[config.mk]
export PLATFORM = sky130hd
export DESIGN_NAME = cgol_gen_ctrl
export DESIGN_NICKNAME = d
export VERILOG_FILES = /design/src/rtl/cgol_gen_ctrl.sv
export SDC_FILE = /design/constraint.sdc
export NUM_CORES = 1
export LEC_CHECK = 0
export ABC_AREA = 1
export BUFFER_PORTS_ARGS = -buffer_cell sky130_fd_sc_hd__buf_2
export CAP_MARGIN = 15
export CORE_ASPECT_RATIO = 0.5
export CORE_MARGIN = 4
export CORE_UTILIZATION = 50
export CTS_BUF_LIST = sky130_fd_sc_hd__clkbuf_4 sky130_fd_sc_hd__clkbuf_8 sky130_fd_sc_hd__clkbuf_16
export DETAILED_ROUTE_END_ITERATION = 10
export GPL_ROUTABILITY_DRIVEN = 0
export GPL_TIMING_DRIVEN = 0
export MAX_ROUTING_LAYER = met4
export PLACE_DENSITY = 0.74
export SYNTH_ARGS = -nofsm -noshare
export SYNTH_HDL_FRONTEND = slang
export SYNTH_SLANG_ARGS = --single-unit
[constraint.sdc]
create_clock -name ph1 -period 1.7 [get_ports ph1]
set_clock_uncertainty 0.15 [all_clocks]
set_input_delay 0.34 -clock ph1 [delete_from_list [all_inputs] [get_ports ph1]]
set_output_delay 0.34 -clock ph1 [all_outputs]
set_load 0.03 [all_outputs]
[src/rtl/cgol_gen_ctrl.sv]
// Game-of-Life generation sequencer: sweeps the row register file one row per cycle,
// computes each next-state row combinationally and writes it back two rows behind the read.
module cgol_gen_ctrl #(
  parameter int WIDTH   = 8,
  parameter int REGBITS = 3,
  parameter int GENBITS = 8
) (
  input  logic               ph1,
  input  logic               resetn,
  input  logic               start,
  input  logic [GENBITS-1:0] ngens,
  output logic               busy,
  output logic               done,
  output logic [GENBITS-1:0] gen_cnt,
  input  logic               host_we,
  input  logic [REGBITS-1:0] host_wa,
  input  logic [WIDTH-1:0]   host_wd,
  output logic               host_ready,
  input  logic [WIDTH-1:0]   rd1,
  input  logic [WIDTH-1:0]   rd2,
  input  logic [WIDTH-1:0]   rd3,
  output logic [REGBITS-1:0] ra,
  output logic               regwrite,
  output logic [REGBITS-1:0] wa,
  output logic [WIDTH-1:0]   wd
);

  localparam logic [REGBITS-1:0] FIRST_ROW = REGBITS'(1);
  localparam logic [REGBITS-1:0] LAST_ROW  = '1;

  typedef enum logic [2:0] {
    S_IDLE,
    S_SWEEP,
    S_DRAIN1,
    S_DRAIN2,
    S_DONE
  } state_e;

  typedef struct packed {
    logic [WIDTH-1:0]   data;
    logic [REGBITS-1:0] row;
    logic               valid;
  } wb_t;

  state_e             state_q, state_d;
  logic [REGBITS-1:0] row_q, row_d;
  logic [GENBITS-1:0] gen_left_q, gen_left_d;
  logic [GENBITS-1:0] gen_cnt_q, gen_cnt_d;
  wb_t                b0_q, b0_d;
  wb_t                b1_q, b1_d;

  logic [WIDTH+1:0]   p1, p2, p3;
  logic [3:0]         cnt;
  logic [WIDTH-1:0]   nxt;
  logic               wr_en;

  // Dead columns -1 and WIDTH are supplied by zero padding on both sides.
  always_comb begin
    p1  = {1'b0, rd1, 1'b0};
    p2  = {1'b0, rd2, 1'b0};
    p3  = {1'b0, rd3, 1'b0};
    cnt = '0;
    nxt = '0;
    for (int j = 0; j < WIDTH; j++) begin
      cnt = 4'(p1[j]) + 4'(p1[j+1]) + 4'(p1[j+2])
          + 4'(p2[j])               + 4'(p2[j+2])
          + 4'(p3[j]) + 4'(p3[j+1]) + 4'(p3[j+2]);
      nxt[j] = (cnt == 4'd3) | (rd2[j] & (cnt == 4'd2));
    end
  end

  always_comb begin
    // NOTE: every signal gets a default before the case so no path can infer a latch.
    state_d    = state_q;
    row_d      = row_q;
    gen_left_d = gen_left_q;
    gen_cnt_d  = gen_cnt_q;
    b0_d       = b0_q;
    b1_d       = b1_q;
    ra         = '0;
    wr_en      = 1'b0;
    wa         = '0;
    wd         = '0;

    if ((state_q == S_SWEEP || state_q == S_DRAIN1 || state_q == S_DRAIN2) && b1_q.valid) begin
      wr_en = 1'b1;
      wa    = b1_q.row;
      wd    = b1_q.data;
    end

    case (state_q)
      S_IDLE: begin
        wr_en = host_we;
        wa    = host_wa;
        wd    = host_wd;
        if (start) begin
          gen_left_d = ngens;
          gen_cnt_d  = '0;
          row_d      = FIRST_ROW;
          state_d    = (ngens == '0) ? S_DONE : S_SWEEP;
        end
      end
      S_SWEEP: begin
        ra    = row_q;
        b1_d  = b0_q;
        b0_d  = '{data: nxt, row: row_q, valid: 1'b1};
        row_d = row_q + FIRST_ROW;
        if (row_q == LAST_ROW) state_d = S_DRAIN1;
      end
      S_DRAIN1: begin
        b1_d       = b0_q;
        b0_d.valid = 1'b0;
        state_d    = S_DRAIN2;
      end
      S_DRAIN2: begin
        b0_d.valid = 1'b0;
        b1_d.valid = 1'b0;
        gen_cnt_d  = gen_cnt_q + GENBITS'(1);
        row_d      = FIRST_ROW;
        state_d    = (gen_cnt_d == gen_left_q) ? S_DONE : S_SWEEP;
      end
      S_DONE:  state_d = S_IDLE;
      default: state_d = S_IDLE;
    endcase
  end

  // NOTE: state registers use non-blocking assignments so all flops update together at the edge.
  always_ff @(posedge ph1 or negedge resetn) begin
    if (!resetn) begin
      state_q    <= S_IDLE;
      row_q      <= '0;
      gen_left_q <= '0;
      gen_cnt_q  <= '0;
      b0_q       <= '0;
      b1_q       <= '0;
    end else begin
      state_q    <= state_d;
      row_q      <= row_d;
      gen_left_q <= gen_left_d;
      gen_cnt_q  <= gen_cnt_d;
      b0_q       <= b0_d;
      b1_q       <= b1_d;
    end
  end

  // The file writes in ph2, so the write enable must drop the moment reset asserts,
  // even though IDLE would otherwise pass host_we straight through.
  assign regwrite   = resetn & wr_en;
  assign busy       = (state_q != S_IDLE);
  assign done       = (state_q == S_DONE);
  assign host_ready = (state_q == S_IDLE);
  assign gen_cnt    = gen_cnt_q;

endmodule

==> out/metrics.csv <==
metric;value;unit
end_kind;flop;
violations;negative hold slack, negative setup slack;
yosysUniqueCellTypes;30;
synth_top_cell_area_share;32.5;%
cp_max_fo;2;
drt-vias-per-instance;5.08;
drive_gt1_share;44.2;%
synth_seq_cells;46;
synth-edff-count;0;
grt_first_pass_wirelength;15.3;mm
vias;3315;
fp.dieW;127;um
numPortBuffers;72;
rsz0062_at_grt;yes;
maxCapViolations;0;
synthTopCellsByCount;103 x nand2_1, 93 x inv_1, 46 x dfrtp_1;
grt_pass1_vias;3312;
postSynthCellCount;432;
timing.hold.ws;-0.118;ns
synthToLayoutAreaGrowth;52.2;%
cts_buffer_depth;2;
vdd_drop_max;0.000790;V
status;complete, but fails checks;
startpoint_type;input port;
h-tree-depth;2;
finalCritPeriodShare;174;%
cts_buffers;5;
synth_area_leaders;dfrtp_1 32%, fa_1 16%, nand2_1 11%;
slew_headroom;80.6;%
drt_iter0_drc;172;
grt_max_degree;48;
insertion_delay;0.29;ns
fin_crit;2.96;ns
hp-class;in -> async;
synth_area;0.00355;mm2
synth_async_sr_flop_share;100;%
tightest_slew;0.290;ns
p_leak;2.64;nW
ys_warn_count;0;
setup_violations;48;
cts-root-buf;clkbuf_16;
crit_type;in -> reg;
final_cell_area;0.00540;mm2
dp_hpwl;6.01;mm
p_total;8.49;mW
clock.fmax;0.338;GHz
start_util;52.3;%
drt_pass1_iterations;4;
synthFlopType;dfrtp_1;
core-area;0.00678;mm2
ios;73;
nNetsFinal;658;
dpl_cell_area;0.00422;mm2
grtUsageTotal;23.7;%
cts_sinks;46;
avgSynthCellArea;8.21;um2
worst_slack;-1.26;ns
routed_wl;9.82;mm
critPathArrivalTime;2.99;ns
cp_data_required_time;1.73;ns
synth_top_area_cell;dfrtp_1;
core.rowCount;21;
synth_seq_area_share;32.5;%
antenna_found_initial;0;
dieArea;0.00858;mm2
cts_tree;yes;
clk_pin_slew;0.06;ns
mappedNetlistNets;530;
hold_viol_final;40;
wl_per_cell;15.0;um
fp.dieH;67.5;um
ant_nets;0;
drcViolationCount;0;
power_density;1570;mW/mm2
diodes;0;
grt.overflow.total;0;
drv_slew;0;
synth_most_common_cell;nand2_1;
## logic make-up (layout without fill, tap and decap cells)
family                     Yosys count  in the layout  share of synthesized area, %
AOI/OAI and AO/OA                   67             67                          11.6
DFF                                 46             46                          32.5
adders and majority gates           51             51                          23.9
and+or+nand+nor                    160            160                          19.8
xor gates and xnor gates             1              1                         0.247
buffers and inverters              107            236                          12.0
## repair_timing
| action | CTS | global route |
|---|---|---|
| endpoints found under the setup margin | 55 | 49 |
| hold endpoints to repair | 0 | 6 |
| buffers inserted | 32 | 17 |
| hold buffers | 0 | 1 |
| cloned | 3 | 0 |
| pin swaps | 46 | 48 |
| resized for setup | 134 | 71 |
## power by group
part | internal [mW] | switching, mW
combinational | 2.57 | 3.01
clock | 0.688 | 0.422
sequential | 1.50 | 0.305
total | 4.75 | 3.74
## per-stage QoR
step           utilization [%]  instances  worst slack (ns)  setup TNS (ns)
2_1_floorplan                -        432             -1.30          -12.24
3_3_place_gp              62.3        596             -1.55          -21.17
3_5_place_dp              62.3        596             -1.62          -22.68
4_1_cts                   74.8        639             -1.26          -17.20
5_1_grt                   79.6        653             -1.43          -22.41
6_report                  79.6        653             -1.26          -19.33
## registers in the layout, indices dropped and copies added, names as in the netlist
name / flops
b1_q: 12
gen_cnt: 8
row_q: 3
gen_left_q: 8
state_q: 3
b0_q: 12
## per-layer routing
| layer | GRT usage [%] | up-vias | wire length [um] |
|---|---|---|---|
| li1 | - | 1603 | - |
| met5 | - | - | 0 |
| met1 | 26.4 | 1617 | 3910 |
| met4 | 6.95 | 0 | 183 |
| met2 | 44.0 | 75 | 5340 |
| met3 | 4.74 | 20 | 383 |
## layout make-up
class / count / area [um2]
Buffer: 7 / 101
Clock buffer: 5 / 125
Clock inverter: 3 / 40.0
Fill cell: 432 / 1380
Inverter: 100 / 410
Multi-Input combinational cell: 279 / 2420
Sequential cell: 46 / 1160
Tap cell: 92 / 115
Timing Repair Buffer: 121 / 1030
## worst paths after layout
path                                   startpoint                         to  slack (ns)  cells after the start
min in group ph1                         ngens[0]  gen_left_q[0]$_DFFE_PN0P_        0.17                      3
min reg2reg                   b0_q[9]$_DFFE_PN0P_        b0_q[9]$_DFFE_PN0P_        0.33                      2
max reg2reg                state_q[1]$_DFFE_PN0P_       row_q[0]$_DFFE_PN0P_       -0.32                     12
max in group asynchronous                  resetn     gen_cnt[0]$_DFFE_PN0P_        0.80                      2
min                                        resetn     gen_cnt[5]$_DFFE_PN0P_       -0.12                      2
max                                        rd1[4]        b0_q[8]$_DFFE_PN0P_       -1.26                     14
## worst max-delay path, stage by stage
cell and delay [ns]:
buf_8 0.09, inv_6 0.04, fa_1 0.49, fa_1 0.51, fa_1 0.56, inv_2 0.05, ha_4 0.16, fa_2 0.38
nand2_2 0.07, nor2_2 0.03, nand2_1 0.07, o21ai_2 0.06, o2111ai_2 0.08, nand2_1 0.07
## cells in the final DEF (no fill, tap or decap), types with 13 or more instances in the layout
cell type	n
buf_6	37
inv_2	16
o21ai_0	13
ha_1	14
dfrtp_1	40
buf_4	32
o21ai_1	13
buf_2	43
inv_1	73
nand3_1	21
fa_1	21
nand2_1	89
nor2_1	13
No activity file was read; power rests on OpenSTA's default activity.
